**src/rtl/ram_arbiter_pkg.sv**
```systemverilog
// Shared widths, owner encoding and pipeline-stage record for ram_arbiter.
// Imported by the picker, the bus interface and the top level.
package ram_arbiter_pkg;

  localparam int ADDRESS_WIDTH = 13;
  localparam int DATA_WIDTH = 64;
  localparam int MEMORY_WORDS = 6000;

  typedef enum logic {
    OWNER_0 = 1'b0,
    OWNER_1 = 1'b1
  } owner_t;

  typedef struct packed {
    logic   valid;
    owner_t owner;
    logic   write;
    logic   error;
  } stage_t;

  function automatic owner_t owner_of(input logic grant1);
    return grant1 ? OWNER_1 : OWNER_0;
  endfunction

endpackage

```
**src/rtl/ram_arbiter_if.sv**
```systemverilog
// Two requester ports plus the single-port RAM connection of ram_arbiter.
// master = requesters and RAM side, slave = the arbiter.
interface ram_arbiter_if
  import ram_arbiter_pkg::*;
#(
  parameter int address_width = ADDRESS_WIDTH,
  parameter int data_width = DATA_WIDTH
);

  logic                     req0_valid;
  logic                     req0_ready;
  logic                     req0_write;
  logic [address_width-1:0] req0_address;
  logic [data_width-1:0]    req0_data;

  logic                     req1_valid;
  logic                     req1_ready;
  logic                     req1_write;
  logic [address_width-1:0] req1_address;
  logic [data_width-1:0]    req1_data;

  logic                     resp0_valid;
  logic [data_width-1:0]    resp0_data;
  logic                     resp0_error;

  logic                     resp1_valid;
  logic [data_width-1:0]    resp1_data;
  logic                     resp1_error;

  logic [address_width-1:0] ram_address;
  logic [data_width-1:0]    ram_in;
  logic                     ram_write;
  logic [data_width-1:0]    ram_out;

  modport master (
    output req0_valid, req0_write,
    output req0_address, req0_data,
    output req1_valid, req1_write,
    output req1_address, req1_data,
    output ram_out,
    input  req0_ready, req1_ready,
    input  resp0_valid, resp0_data,
    input  resp0_error,
    input  resp1_valid, resp1_data,
    input  resp1_error,
    input  ram_address, ram_in,
    input  ram_write
  );

  modport slave (
    input  req0_valid, req0_write,
    input  req0_address, req0_data,
    input  req1_valid, req1_write,
    input  req1_address, req1_data,
    input  ram_out,
    output req0_ready, req1_ready,
    output resp0_valid, resp0_data,
    output resp0_error,
    output resp1_valid, resp1_data,
    output resp1_error,
    output ram_address, ram_in,
    output ram_write
  );

endinterface

```
**src/rtl/ram_arbiter_round_robin_picker.sv**
```systemverilog
// Two-input round-robin grant with a registered last_grant.
// Port 0 wins the first tie after reset.
module round_robin_picker
  import ram_arbiter_pkg::*;
(
  input  logic       clock,
  input  logic       reset,
  input  logic [1:0] valid,
  output logic [1:0] grant
);

  owner_t last_grant;

  always_comb begin
    grant = 2'b00;
    unique case (1'b1)
      reset: grant = 2'b00;
      (!reset && valid == 2'b11):
        grant = (last_grant == OWNER_1)
              ? 2'b01 : 2'b10;
      default: grant = valid;
    endcase
  end

  // Fairness only moves on an accept.
  always_ff @(posedge clock) begin
    if (reset) begin
      last_grant <= OWNER_1;
    end else if (|grant) begin
      last_grant <= owner_of(grant[1]);
    end
  end

endmodule

```
**src/rtl/ram_arbiter.sv**
```systemverilog
// Round-robin two-port sequencer for a single-port synchronous RAM.
// Accept at N, RAM access at N+1, response pulse at N+2.
module ram_arbiter
  import ram_arbiter_pkg::*;
#(
  parameter int memory_words = MEMORY_WORDS,
  parameter int address_width = ADDRESS_WIDTH,
  parameter int data_width = DATA_WIDTH
)
(
  input logic clock,
  input logic reset,
  ram_arbiter_if.slave bus
);

  localparam logic [31:0] words = 32'(memory_words);

  logic [1:0] grant;
  logic       accept;

  logic                     sel_write;
  logic [address_width-1:0] sel_address;
  logic [data_width-1:0]    sel_data;
  logic                     sel_error;

  stage_t s1;
  stage_t s2;

  logic                  resp_live;
  logic [data_width-1:0] resp_data;

  round_robin_picker picker (
    .clock (clock),
    .reset (reset),
    .valid ({bus.req1_valid, bus.req0_valid}),
    .grant (grant)
  );

  assign accept = |grant;
  assign bus.req0_ready = grant[0];
  assign bus.req1_ready = grant[1];

  always_comb begin
    sel_write = bus.req0_write;
    sel_address = bus.req0_address;
    sel_data = bus.req0_data;
    if (grant[1]) begin
      sel_write = bus.req1_write;
      sel_address = bus.req1_address;
      sel_data = bus.req1_data;
    end
  end

  assign sel_error = 32'(sel_address) >= words;

  // Stage 1: register the accepted request and present it to the RAM.
  always_ff @(posedge clock) begin
    if (reset) begin
      s1 <= '0;
      bus.ram_address <= '0;
      bus.ram_in <= '0;
    end else begin
      s1.valid <= accept;
      s1.owner <= owner_of(grant[1]);
      s1.write <= sel_write & accept;
      s1.error <= sel_error & accept;
      if (accept) begin
        bus.ram_address <= sel_address;
        bus.ram_in <= sel_data;
      end
    end
  end

  // Reset also masks the stage-1 write so a dropped request never lands.
  assign bus.ram_write = s1.valid & s1.write
                       & ~s1.error & ~reset;

  // Stage 2: RAM data is now on ram_out.
  always_ff @(posedge clock) begin
    if (reset) begin
      s2 <= '0;
    end else begin
      s2 <= s1;
    end
  end

  assign resp_live = s2.valid & ~reset;
  assign resp_data = (s2.write | s2.error)
                   ? '0 : bus.ram_out;

  assign bus.resp0_valid = resp_live
                         & (s2.owner == OWNER_0);
  assign bus.resp1_valid = resp_live
                         & (s2.owner == OWNER_1);

  assign bus.resp0_data = bus.resp0_valid
                        ? resp_data : '0;
  assign bus.resp1_data = bus.resp1_valid
                        ? resp_data : '0;

  assign bus.resp0_error = bus.resp0_valid & s2.error;
  assign bus.resp1_error = bus.resp1_valid & s2.error;

endmodule

```
**src/flat_wrapper.sv**
```systemverilog
// flat-port wrapper written by rule: the top's interface ports become plain ports
module ram_arbiter_flat import ram_arbiter_pkg::*;
#(
  parameter int memory_words = MEMORY_WORDS,
  parameter int address_width = ADDRESS_WIDTH,
  parameter int data_width = DATA_WIDTH
)
  (clock, reset, bus_req0_valid, bus_req0_write, bus_req0_address, bus_req0_data, bus_req1_valid, bus_req1_write, bus_req1_address, bus_req1_data, bus_ram_out, bus_req0_ready, bus_req1_ready, bus_resp0_valid, bus_resp0_data, bus_resp0_error, bus_resp1_valid, bus_resp1_data, bus_resp1_error, bus_ram_address, bus_ram_in, bus_ram_write);
  ram_arbiter_if #(.address_width(address_width), .data_width(data_width)) bus_i ();
  input logic clock;
  input logic reset;
  input wire logic [$bits(bus_i.req0_valid)-1:0] bus_req0_valid;
  input wire logic [$bits(bus_i.req0_write)-1:0] bus_req0_write;
  input wire logic [$bits(bus_i.req0_address)-1:0] bus_req0_address;
  input wire logic [$bits(bus_i.req0_data)-1:0] bus_req0_data;
  input wire logic [$bits(bus_i.req1_valid)-1:0] bus_req1_valid;
  input wire logic [$bits(bus_i.req1_write)-1:0] bus_req1_write;
  input wire logic [$bits(bus_i.req1_address)-1:0] bus_req1_address;
  input wire logic [$bits(bus_i.req1_data)-1:0] bus_req1_data;
  input wire logic [$bits(bus_i.ram_out)-1:0] bus_ram_out;
  output wire logic [$bits(bus_i.req0_ready)-1:0] bus_req0_ready;
  output wire logic [$bits(bus_i.req1_ready)-1:0] bus_req1_ready;
  output wire logic [$bits(bus_i.resp0_valid)-1:0] bus_resp0_valid;
  output wire logic [$bits(bus_i.resp0_data)-1:0] bus_resp0_data;
  output wire logic [$bits(bus_i.resp0_error)-1:0] bus_resp0_error;
  output wire logic [$bits(bus_i.resp1_valid)-1:0] bus_resp1_valid;
  output wire logic [$bits(bus_i.resp1_data)-1:0] bus_resp1_data;
  output wire logic [$bits(bus_i.resp1_error)-1:0] bus_resp1_error;
  output wire logic [$bits(bus_i.ram_address)-1:0] bus_ram_address;
  output wire logic [$bits(bus_i.ram_in)-1:0] bus_ram_in;
  output wire logic [$bits(bus_i.ram_write)-1:0] bus_ram_write;
  assign bus_i.req0_valid = bus_req0_valid;
  assign bus_i.req0_write = bus_req0_write;
  assign bus_i.req0_address = bus_req0_address;
  assign bus_i.req0_data = bus_req0_data;
  assign bus_i.req1_valid = bus_req1_valid;
  assign bus_i.req1_write = bus_req1_write;
  assign bus_i.req1_address = bus_req1_address;
  assign bus_i.req1_data = bus_req1_data;
  assign bus_i.ram_out = bus_ram_out;
  assign bus_req0_ready = bus_i.req0_ready;
  assign bus_req1_ready = bus_i.req1_ready;
  assign bus_resp0_valid = bus_i.resp0_valid;
  assign bus_resp0_data = bus_i.resp0_data;
  assign bus_resp0_error = bus_i.resp0_error;
  assign bus_resp1_valid = bus_i.resp1_valid;
  assign bus_resp1_data = bus_i.resp1_data;
  assign bus_resp1_error = bus_i.resp1_error;
  assign bus_ram_address = bus_i.ram_address;
  assign bus_ram_in = bus_i.ram_in;
  assign bus_ram_write = bus_i.ram_write;
  ram_arbiter #(.memory_words(memory_words), .address_width(address_width), .data_width(data_width)) u_core (.clock(clock), .reset(reset), .bus(bus_i));
endmodule
```
**config.mk**
```make
export PLATFORM = sky130hd
export DESIGN_NAME = ram_arbiter_flat
export DESIGN_NICKNAME = d
export VERILOG_FILES = /design/src/rtl/ram_arbiter_pkg.sv /design/src/rtl/ram_arbiter_if.sv /design/src/rtl/ram_arbiter_round_robin_picker.sv /design/src/rtl/ram_arbiter.sv /design/src/flat_wrapper.sv
export SDC_FILE = /design/constraint.sdc
export NUM_CORES = 1
export LEC_CHECK = 0
export CORE_AREA = 2 2 168 170
export CTS_BUF_LIST = sky130_fd_sc_hd__clkbuf_8
export DETAILED_ROUTE_END_ITERATION = 10
export DIE_AREA = 0 0 170 172
export DONT_BUFFER_PORTS = 1
export GPL_ROUTABILITY_DRIVEN = 0
export PLACE_DENSITY = 0.3
export SLEW_MARGIN = 20
export SYNTH_ARGS = -nofsm -noshare
export SYNTH_HDL_FRONTEND = slang
export SYNTH_HIERARCHICAL = 1
export SYNTH_SLANG_ARGS = --single-unit
```
**constraint.sdc**
```tcl
create_clock -name clock -period 2.7 [get_ports clock]
set_clock_uncertainty 0.05 [all_clocks]
set_input_delay 0.27 -clock clock [delete_from_list [all_inputs] [get_ports clock]]
set_output_delay 0.27 -clock clock [all_outputs]
set_load 0.1 [all_outputs]
```
# Word-level counts from Yosys, hierarchy flattened
# Index checks and enable logic that the tools add are counted.
[word_totals]
elab_cells = 39
reg_bits = 86
[op_classes]
n_eq_ne = 1
n_lt_le_gt_ge = 1
reduce_logical = 3
bitwise = 14
n_mux = 9
[op_table]
columns = ["cell", "n"]
rows = [
  ["$mux 64", 4],
  ["$ge 13x13->1 const B", 1],
  ["$mux 13", 1],
  ["$and 1x1->1", 10],
  ["$pmux 2 s2", 1],
  ["$not 1->1", 3],
  ["$eq 2x2->1 const B", 1],
  ["$mux 1", 2],
  ["$mux 2", 1],
  ["$reduce_or 2->1", 1],
  ["$logic_and 1x1->1", 1],
  ["$logic_not 1->1", 1],
  ["$or 1x1->1", 1],
]

# Longest topological paths before layout
# Gate-level depths: netlist (run 1).
[depth]
ltp_word = 6
depth_mapped = 7
mapped_depth_nobuf = 5

# Hierarchy
# The synthesis (run 1) kept the hierarchy.
[modules_own_cells]
columns = ["mod", "cells_per_inst", "area_each_um2", "instances"]
rows = [
  ["ram_arbiter", 526, 5215.0, 1],
  ["round_robin_picker", 8, 60.1, 1],
]

# Least setup slack after synthesis (run 1)
# Ideal clock, no wire load.
[synth_path]
path_type = "flip-flop to flip-flop"
startpoint = "register u_core.picker.last_grant"
endpoint = "register u_core.bus.ram_address[0]"
n_path_buf = 2
setup_time_ps = 128
stages_incl_launch_ff = 8
synth_period_minus_slack_ps = 2267
slack_ps = 433
t_required_ps = 2522
arrival_time_ps = 2089
cell_sequence = "dfxtp_1 nand2b_1 and3_1 buf_6 buf_6 mux2_4 mux2i_1 nor2_1"
[synth_between]
elab_chain_len = 3
[synth_rtl]
columns = ["element", "line", "rtl"]
rows = [
  ["from (decl)", "ram_arbiter_round_robin_picker.sv:12", "owner_t last_grant;"],
  ["from (signal assigned)", "ram_arbiter_round_robin_picker.sv:30", "last_grant <= owner_of(grant[1]);"],
  ["$mux 2", "ram_arbiter_round_robin_picker.sv:20", "? 2'b01 : 2'b10;"],
  ["$pmux 2 s2", "ram_arbiter_round_robin_picker.sv:16", "unique case (1'b1)"],
  ["named net bus_req0_ready", "flat_wrapper.sv:21", "output wire logic [$bits(bus_i.req0_ready)-1:0] bus_req0_ready;"],
  ["$reduce_or 2->1", "ram_arbiter.sv:39", "assign accept = |grant;"],
  ["to (signal assigned)", "ram_arbiter.sv:68", "bus.ram_address <= sel_address;"],
  ["to (decl)", "ram_arbiter_if.sv:61", "output ram_address, ram_in,"],
]
# The timed path passes the listed nets, and every way through them passes these cells.
# A chain may end at the register's enable or synchronous reset.

# Final worst setup path (run 1)
[layout_path]
startpoint = "register u_core/s2[2] (netlist name)"
endpoint = "output bus_resp1_data[56]"
[layout_between]
elab_chain_len = 2
[layout_rtl]
columns = ["element", "line", "rtl"]
rows = [
  ["from (decl)", "ram_arbiter.sv:27", "stage_t s2;"],
  ["from (signal assigned)", "ram_arbiter.sv:81", "s2 <= '0;"],
  ["from (signal assigned)", "ram_arbiter.sv:83", "s2 <= s1;"],
  ["$and 1x1->1", "ram_arbiter.sv:94", "& (s2.owner == OWNER_1);"],
  ["$mux 64", "ram_arbiter.sv:99", "? resp_data : '0;"],
  ["to (decl)", "flat_wrapper.sv:27", "output wire logic [$bits(bus_i.resp1_data)-1:0] bus_resp1_data;"],
]
# Every way passes these cells.

==> summary.md, run 1 <==
| Metric | Value |
|---|---|
| Clock root buffer | `clkbuf_8` |
| Leakage | `0.00406 uW` |
| Rel. slew slack | `62.1%` |
| Clock Tree Buf Depth | `2` |
| # DRC | `0` |
| Worst slew pin tran | `approximately 570 ps` |
| Share of layout cells above drive strength 1 | `about two fifths` |
| Count leader, synth | `and3_1` |
| GRT overflow | `0` |
| Top-area cell type share of the netlist area | `32.6%` |
| Fin Hold WS | `between 30 and 40 ps` |
| First-pass GRT wire length | `around 28000 um` |
| Crit path max fanout | `30` |
| Startpoint types | `register` |
| # Post-CTS Setup Buffers | `0` |
| Vert. Die Dim | `172 um` |
| Area of the core | `0.0275 mm2` |
| TritonCTS clock tree | `yes` |
| CP cell instances | `and3_2 > buf_4 > and3_1 > buf_4` |
| Filler cells | `2912` |
| Synthesized area | `between 0.005 and 0.006 mm2` |
| Clk_lat worst skew | `between 300 and 400 ps` |
| Crit path DAT | `2040 ps` |
| Area Overhead vs Synth | `50.8%` |
| Post-route cell area | `between 0.007 and 0.008 mm2` |
| Worst vdd ir | `approximately 210 uV` |
| Cell taking the most area after synthesis | `dfxtp_1` |
| Mapped Cells | `approximately 530` |
| FFs w/ async S/R, synth | `0%` |
| DR pass1 iterations | `4` |
| Worst EP required | `2380 ps` |
| Num ports | `around 440` |
| Worst slack after detailed placement | `between 700 and 800 ps` |
| Ys flop type | `dfxtp_1` |
| Rows | `61` |
| CP Class | `reg -> out` |
| Syn_area_per_cell | `between 9 and 10 um2` |
| Slowest CP cell | `and3_2` |
| Global Route Usage Sum | `about 13%` |
| Most common cell on crit path | `buf_4` |
| Starting DRC count in detailed routing | `roughly 140` |
| Port bufs | `0` |
| Largest net degree at the start of global routing | `129` |
| Outcome | `finished, final reports clean` |
| Final Hold Fails | `0` |
| Syn_nets | `758` |
| Initial antenna violation count | `1` |
| Crit end category | `output port` |
| Period Utilization, post-route | `slightly below 90%` |
| #FFs+latches synth | `between 80 and 90` |
| PD cells | `477 mW/mm2` |
| Full die area | `roughly 0.029 mm2` |
| Unique cell type count in the Yosys netlist | `28` |
| HP Class | `in -> reg` |
| Vias in the first global route | `4978` |
| Area contributors post-synth | `dfxtp_1 (33%), mux2_4 (19%), and3_1 (16%), mux2i_1 (14%), nor2_1 (5.5%)` |
| Vias per inst | `about 4.4` |
| Final ANT Viol Nets | `0` |
| Unrepaired setup endpoints after global routing | `no` |
| Setup TNS Final | `0 ps` |
| Post-Route WL | `20500 um` |
| Max-slew violation count | `0` |
| # setup viols final | `0` |
| CTS H-tree lvls | `3` |
| Post-synth top cells | `and3_1 (132), dfxtp_1 (86), nor2_1 (77)` |
| Worst setup margin | `341 ps` |
| Number of max-cap violations | `0` |
| Fin crit period | `about 2400 ps` |
| Die W | `170 um` |
| Fmax | `0.424 GHz` |
| Post-DP HPWL | `roughly 16000 um` |
| Delay of the slowest cell on the worst path | `530 ps` |
| Post-synth EDFFs | `0` |
| Area after DPL | `a little over 0.007 mm2` |
| Nets | `between 1000 and 1500` |
| Final core occ | `29.0%` |
| Clk sinks | `86` |
| Via count | `a little under 5000` |
| Seq/Total Area, Yosys | `32.6%` |
| CTS Buf Count | `9` |
| Clock Pin Slew Worst Setup and Hold Paths | `90 ps` |
| Wire length per cell | `about 18 um` |
| YS warnings | `6` |
| Starting density of the core | `about a fifth` |
state kept, by name, summed over array words and instances, names as in the netlist:
register,cells
u_core/picker/last_grant,1
u_core/s2,4
u_core/bus.ram_address,13
u_core/bus.ram_in,64
u_core/s1,4
layer usage:
layer	global-route usage, %	share of wire, %	vias up	wire length [um]
met3	4.14	9.3	25	1900
li1	-	-	2354	-
met1	12.0	34	2286	6950
met4	6.35	3.7	0	766
met5	0	0	-	0
met2	24.6	53	262	10900
report_power, final:
group | leakage (uW) | switching, uW | internal (uW)
logic | 0.00325 | 1010 | 449
registers | 0.000706 | 23.0 | 1350
clock network | 0.000103 | 502 | 458
cell type report:
type	count	area, um2	area share [%]
flip-flops and latches	86	1720	21.6
inverters	3	11.3	0.142
diodes	1	2.50	0.0315
clock buffers	10	138	1.73
clock inverters	6	68.8	0.865
repair buffers	289	2390	30.1
well taps	346	433	5.44
multi-input cells	390	3190	40.1
worst paths after layout:
kind                                                       startpoint                                  to  slack [ps]  cells after the start
worst max register to register  u_core/picker/last_grant$_SDFFE_PP1P_  u_core/bus.ram_in[11]$_SDFFE_PP0N_         480                      7
worst max-delay path                          u_core/s2[2]$_SDFF_PP0_                  bus_resp1_data[56]         340                      4
worst min-delay path                                bus_req1_data[48]  u_core/bus.ram_in[48]$_SDFFE_PP0N_          30                      2
worst min register to register                u_core/s1[2]$_SDFF_PP0_             u_core/s2[2]$_SDFF_PP0_         400                      1
timing repair:
item,CTS,global route
gates resized for setup,0,0
hold buffers,68,0
hold endpoints to repair,84,0
through the flow:
| step | power [uW] | cells |
|---|---|---|
| after floorplan | 2570 | 534 |
| after global placement | 2760 | 1046 |
| after detailed placement | 2770 | 1046 |
| after CTS | 3880 | 1130 |
| after global routing | 3980 | 1131 |
| final | 3800 | 1131 |
worst max-delay path: cells and delay by family, from the launching register on:
| kind | cells | cell delay (ps) |
|---|---|---|
| DFF | 1 | 370 |
| and+or+nand+nor | 2 | 720 |
| buffers and inverters | 2 | 580 |
cells in the final DEF (no fill, tap or decap), drive strengths merged, types with 2 or more instances in the layout:
master / netlist / final
buf: 33 / 222
and3: 132 / 132
dfxtp: 86 / 86
nor2: 77 / 77
mux2i: 75 / 75
mux2: 74 / 74
dlygate4sd3: 0 / 67
clkbuf: 22 / 10
nor2b: 8 / 8
inv: 3 / 4
a211oi: 3 / 3
nor3: 3 / 3
nand3: 3 / 3
clkinv: 0 / 3
and2: 2 / 2
nand2: 2 / 2
a21oi: 2 / 2
kinds of logic (layout without fill, tap and decap cells):
kind of cell / after synthesis / count (layout) / synth area share, %
AND/OR/NAND/NOR: 232 / 232 / 23.8
AO/OA/AOI/OAI: 9 / 9 / 1.26
other: 0 / 1 / 0
multiplexers: 149 / 149 / 34.9
buffers and inverters: 58 / 308 / 7.42
flip-flops: 86 / 86 / 32.6
Note: power is estimated with default switching activity, not from simulation.
==> run 2, diff against run 1 <==
--- a/config.mk
+++ b/config.mk
@@ -5,10 +5,10 @@
 export SDC_FILE = /design/constraint.sdc
 export NUM_CORES = 1
 export LEC_CHECK = 0
-export CORE_AREA = 2 2 168 170
+export CORE_AREA = 2 2 170 172
 export CTS_BUF_LIST = sky130_fd_sc_hd__clkbuf_8
 export DETAILED_ROUTE_END_ITERATION = 10
-export DIE_AREA = 0 0 170 172
+export DIE_AREA = 0 0 172 174
 export DONT_BUFFER_PORTS = 1
 export GPL_ROUTABILITY_DRIVEN = 0
 export PLACE_DENSITY = 0.3
==> run 2 against run 1 <==
  * Die area rose by 2.4%
  * Clock-buffer cell count stayed put
  * Hold slack got worse by 4.5 ps
  * Sequential power about the same
  * Largest power group unchanged
  * Fmax is 6.1% lower
  * Core utilization fell by 0.55 points
  * Largest cell class unchanged
  * Critical endpoint is now u_core/bus.ram_in[4]$_SDFFE_PP0N_
  * Final cell count rose by 3.5%
  * Worst setup slack got worse by 150 ps
==> summary.md, run 2 (same netlist as run 1, synthesis figures left out) <==
| Metric | Value |
|---|---|
| Wire length per cell | `17.4 um (-3.8%)` |
| Commonest non-fill, non-tap cell in the layout | `buf_4` |
| WHS Path Cells | `2 (unchanged)` |
| Final ANT Viol Nets | `0 (unchanged)` |
| Vert. Die Dim | `174 um (+1.2%)` |
| Port bufs | `0 (unchanged)` |
| Worst slew pin tran | `566 ps (-3.00 ps)` |
| Initial antenna violation count | `1 (unchanged)` |
| HP Class | `in -> reg` |
| Setup TNS Final | `0 ps (unchanged)` |
| Unrepaired setup endpoints after global routing | `no` |
| Full die area | `0.0299 mm2 (+2.4%)` |
| Leading registers by flop count | `u_core/bus.ram_in x64, u_core/bus.ram_address x13` |
| Rel. slew slack | `62.3% (+0.20 points)` |
| Startpoint types | `register` |
| # DRC | `0 (unchanged)` |
| Max-slew violation count | `0 (unchanged)` |
| Fin crit period | `2510 ps (+153 ps)` |
| PD cells | `479 mW/mm2 (+0.42%)` |
| Vias per inst | `4.16 (-4.5%)` |
| Tot Pwr | `3840 uW (+1.2%)` |
| Num ports | `436 (unchanged)` |
| Rows | `62 (+1.6%)` |
| Hold buffer count at cts | `68 (unchanged)` |
| Fin Hold WS | `26.6 ps (-4.46 ps)` |
| Clk_lat worst skew | `370 ps (about the same)` |
| Largest register FFs | `64 (unchanged)` |
| Gate power share | `37.9% (-0.5 points)` |
| CP endpoint | `u_core/bus.ram_in[4]$_SDFFE_PP0N_` |
| Switching share of power | `40.9% (+0.44 points)` |
| Hold path startpoint | `bus_req1_data[30]` |
| Worst R2R Setup Slack | `190 ps (-290 ps)` |
| Final Hold Fails | `0 (unchanged)` |
| Worst EP required | `2920 ps (+540 ps)` |
| Leakage | `0.00406 uW (about the same)` |
| Post-Route WL | `20400 um (-0.39%)` |
| Crit path DAT | `2730 ps (+690 ps)` |
| Vias in the first global route | `4968 (-0.20%)` |
| Clock Tree Buf Depth | `2 (unchanged)` |
| Worst vdd ir | `239 uV (+14%)` |
| TritonCTS clock tree | `yes` |
| Area Overhead vs Synth | `52.0%` |
| First-pass GRT wire length | `28300 um (+1.1%)` |
| Reg with most FFs | `u_core/bus.ram_in` |
| Die W | `172 um (+1.2%)` |
| Clk sinks | `86 (unchanged)` |
| Fmax | `0.398 GHz (-6.1%)` |
| Reg-to-Reg Start | `u_core/picker/last_grant$_SDFFE_PP1P_` |
| Largest net degree at the start of global routing | `129 (unchanged)` |
| DR pass1 iterations | `4 (unchanged)` |
| Starting DRC count in detailed routing | `136 (-5.6%)` |
| Number of max-cap violations | `0 (unchanged)` |
| Share of layout cells above drive strength 1 | `39.9% (unchanged)` |
| Outcome | `finished, final reports clean` |
| Sequential share of power | `35.9% (-0.4 points)` |
| Area after DPL | `0.00710 mm2 (+0.67%)` |
| Global Route Usage Sum | `12.5% (-0.21 points)` |
| Area of the core | `0.0282 mm2 (+2.8%)` |
| Post-DP HPWL | `15500 um (-1.6%)` |
| Via count | `4873 (-1.1%)` |
| # setup viols final | `0 (unchanged)` |
| Period Utilization, post-route | `93.0% (+5.7 points)` |
| Crit path max fanout | `34 (+13%)` |
| # Post-CTS Setup Buffers | `0 (unchanged)` |
| Post-cts resize count | `0 (unchanged)` |
| Crit end category | `register` |
| Clk pwr share | `26.2% (+0.9 points)` |
| R2R depth | `6 (-1)` |
| Clock root buffer | `clkbuf_8` |
| Post-route cell area | `0.00802 mm2 (+0.80%)` |
| Starting density of the core | `18.7% (-0.52 points)` |
| GRT overflow | `0 (unchanged)` |
| CTS H-tree lvls | `3 (unchanged)` |
| Clock Pin Slew Worst Setup and Hold Paths | `100 ps (about the same)` |
| Commonest non-fill, non-tap cells in the layout | `buf_4 (218), and3_1 (129), dfxtp_1 (86)` |
| Cell-internal power | `2270 uW (+0.47%)` |
| Worst Setup SP | `u_core/picker/last_grant$_SDFFE_PP1P_` |
| CP Class | `reg -> reg` |
| NetSw | `1570 uW (+2.3%)` |
| CTS Buf Count | `9 (unchanged)` |
| Nets | `1003 (unchanged)` |
| Reg2Reg Capture Point | `u_core/bus.ram_in[4]$_SDFFE_PP0N_` |
## run 2: layer usage
metal | share of wire (%) | vias up | GRT usage (%)
li1 | - | 2355 | -
met1 | 35 | 2245 | 12.1
met2 | 54 | 261 | 25.2
met3 | 8.6 | 12 | 3.35
met4 | 1.6 | 0 | 3.82
met5 | 0 | - | 0
## run 2: critical path, cell delays in order, from the launching register on
cell and delay, ps:
dfxtp_1 340, nand2_1 80, and3_4 570, buf_4 500
mux2i_1 250, nor2_1 50, dlygate4sd3_1 560
## run 2: area by class of cell
type	instances	area [um2]
tap	384	480
antenna	3	7.51
clock buffer	10	138
fill	2997	20200
multi-input combinational	390	3190
timing repair buffer	289	2390
sequential	86	1720
clock inverter	6	80.1
inverter	3	11.3
## run 2: through the flow
stage / std cells / setup slack (ps) / util [%]
final: 1171 / 188 / 28.4
after detailed placement: 1084 / 732 / 25.1
after global placement: 1084 / 776 / 25.1
after global routing: 1170 / 12.2 / 28.4
after CTS: 1168 / 178 / 28.4
after floorplan: 534 / 433 / -
## run 2: worst min path at each step
stage / to / slack (ps)
2_1_floorplan: u_core/s2[3]$_SDFF_PP0_ / 300
3_3_place_gp: u_core/bus.ram_in[3]$_SDFFE_PP0N_ / 300
3_5_place_dp: u_core/bus.ram_in[0]$_SDFFE_PP0N_ / 300
4_1_cts: u_core/bus.ram_in[25]$_SDFFE_PP0N_ / 1
5_1_grt: u_core/bus.ram_in[25]$_SDFFE_PP0N_ / 4
6_report: u_core/bus.ram_in[30]$_SDFFE_PP0N_ / 30
## run 2: power groups by stage
stage	clock [uW]	combinational, uW	sequential (uW)
3_3_place_gp	0	1350	1410
3_5_place_dp	0	1360	1410
6_report	1010	1460	1380
5_1_grt	1110	1520	1390
4_1_cts	1070	1470	1380
2_1_floorplan	0	548	2020
==> run 3, diff against run 2 <==
--- a/config.mk
+++ b/config.mk
@@ -5,6 +5,7 @@
 export SDC_FILE = /design/constraint.sdc
 export NUM_CORES = 1
 export LEC_CHECK = 0
+export ABC_CLOCK_PERIOD_IN_PS = 2700
 export CORE_AREA = 2 2 170 172
 export CTS_BUF_LIST = sky130_fd_sc_hd__clkbuf_8
 export DETAILED_ROUTE_END_ITERATION = 10
==> results of run 3 <==
Final layout, timing and power as in run 2 (identical DEF).
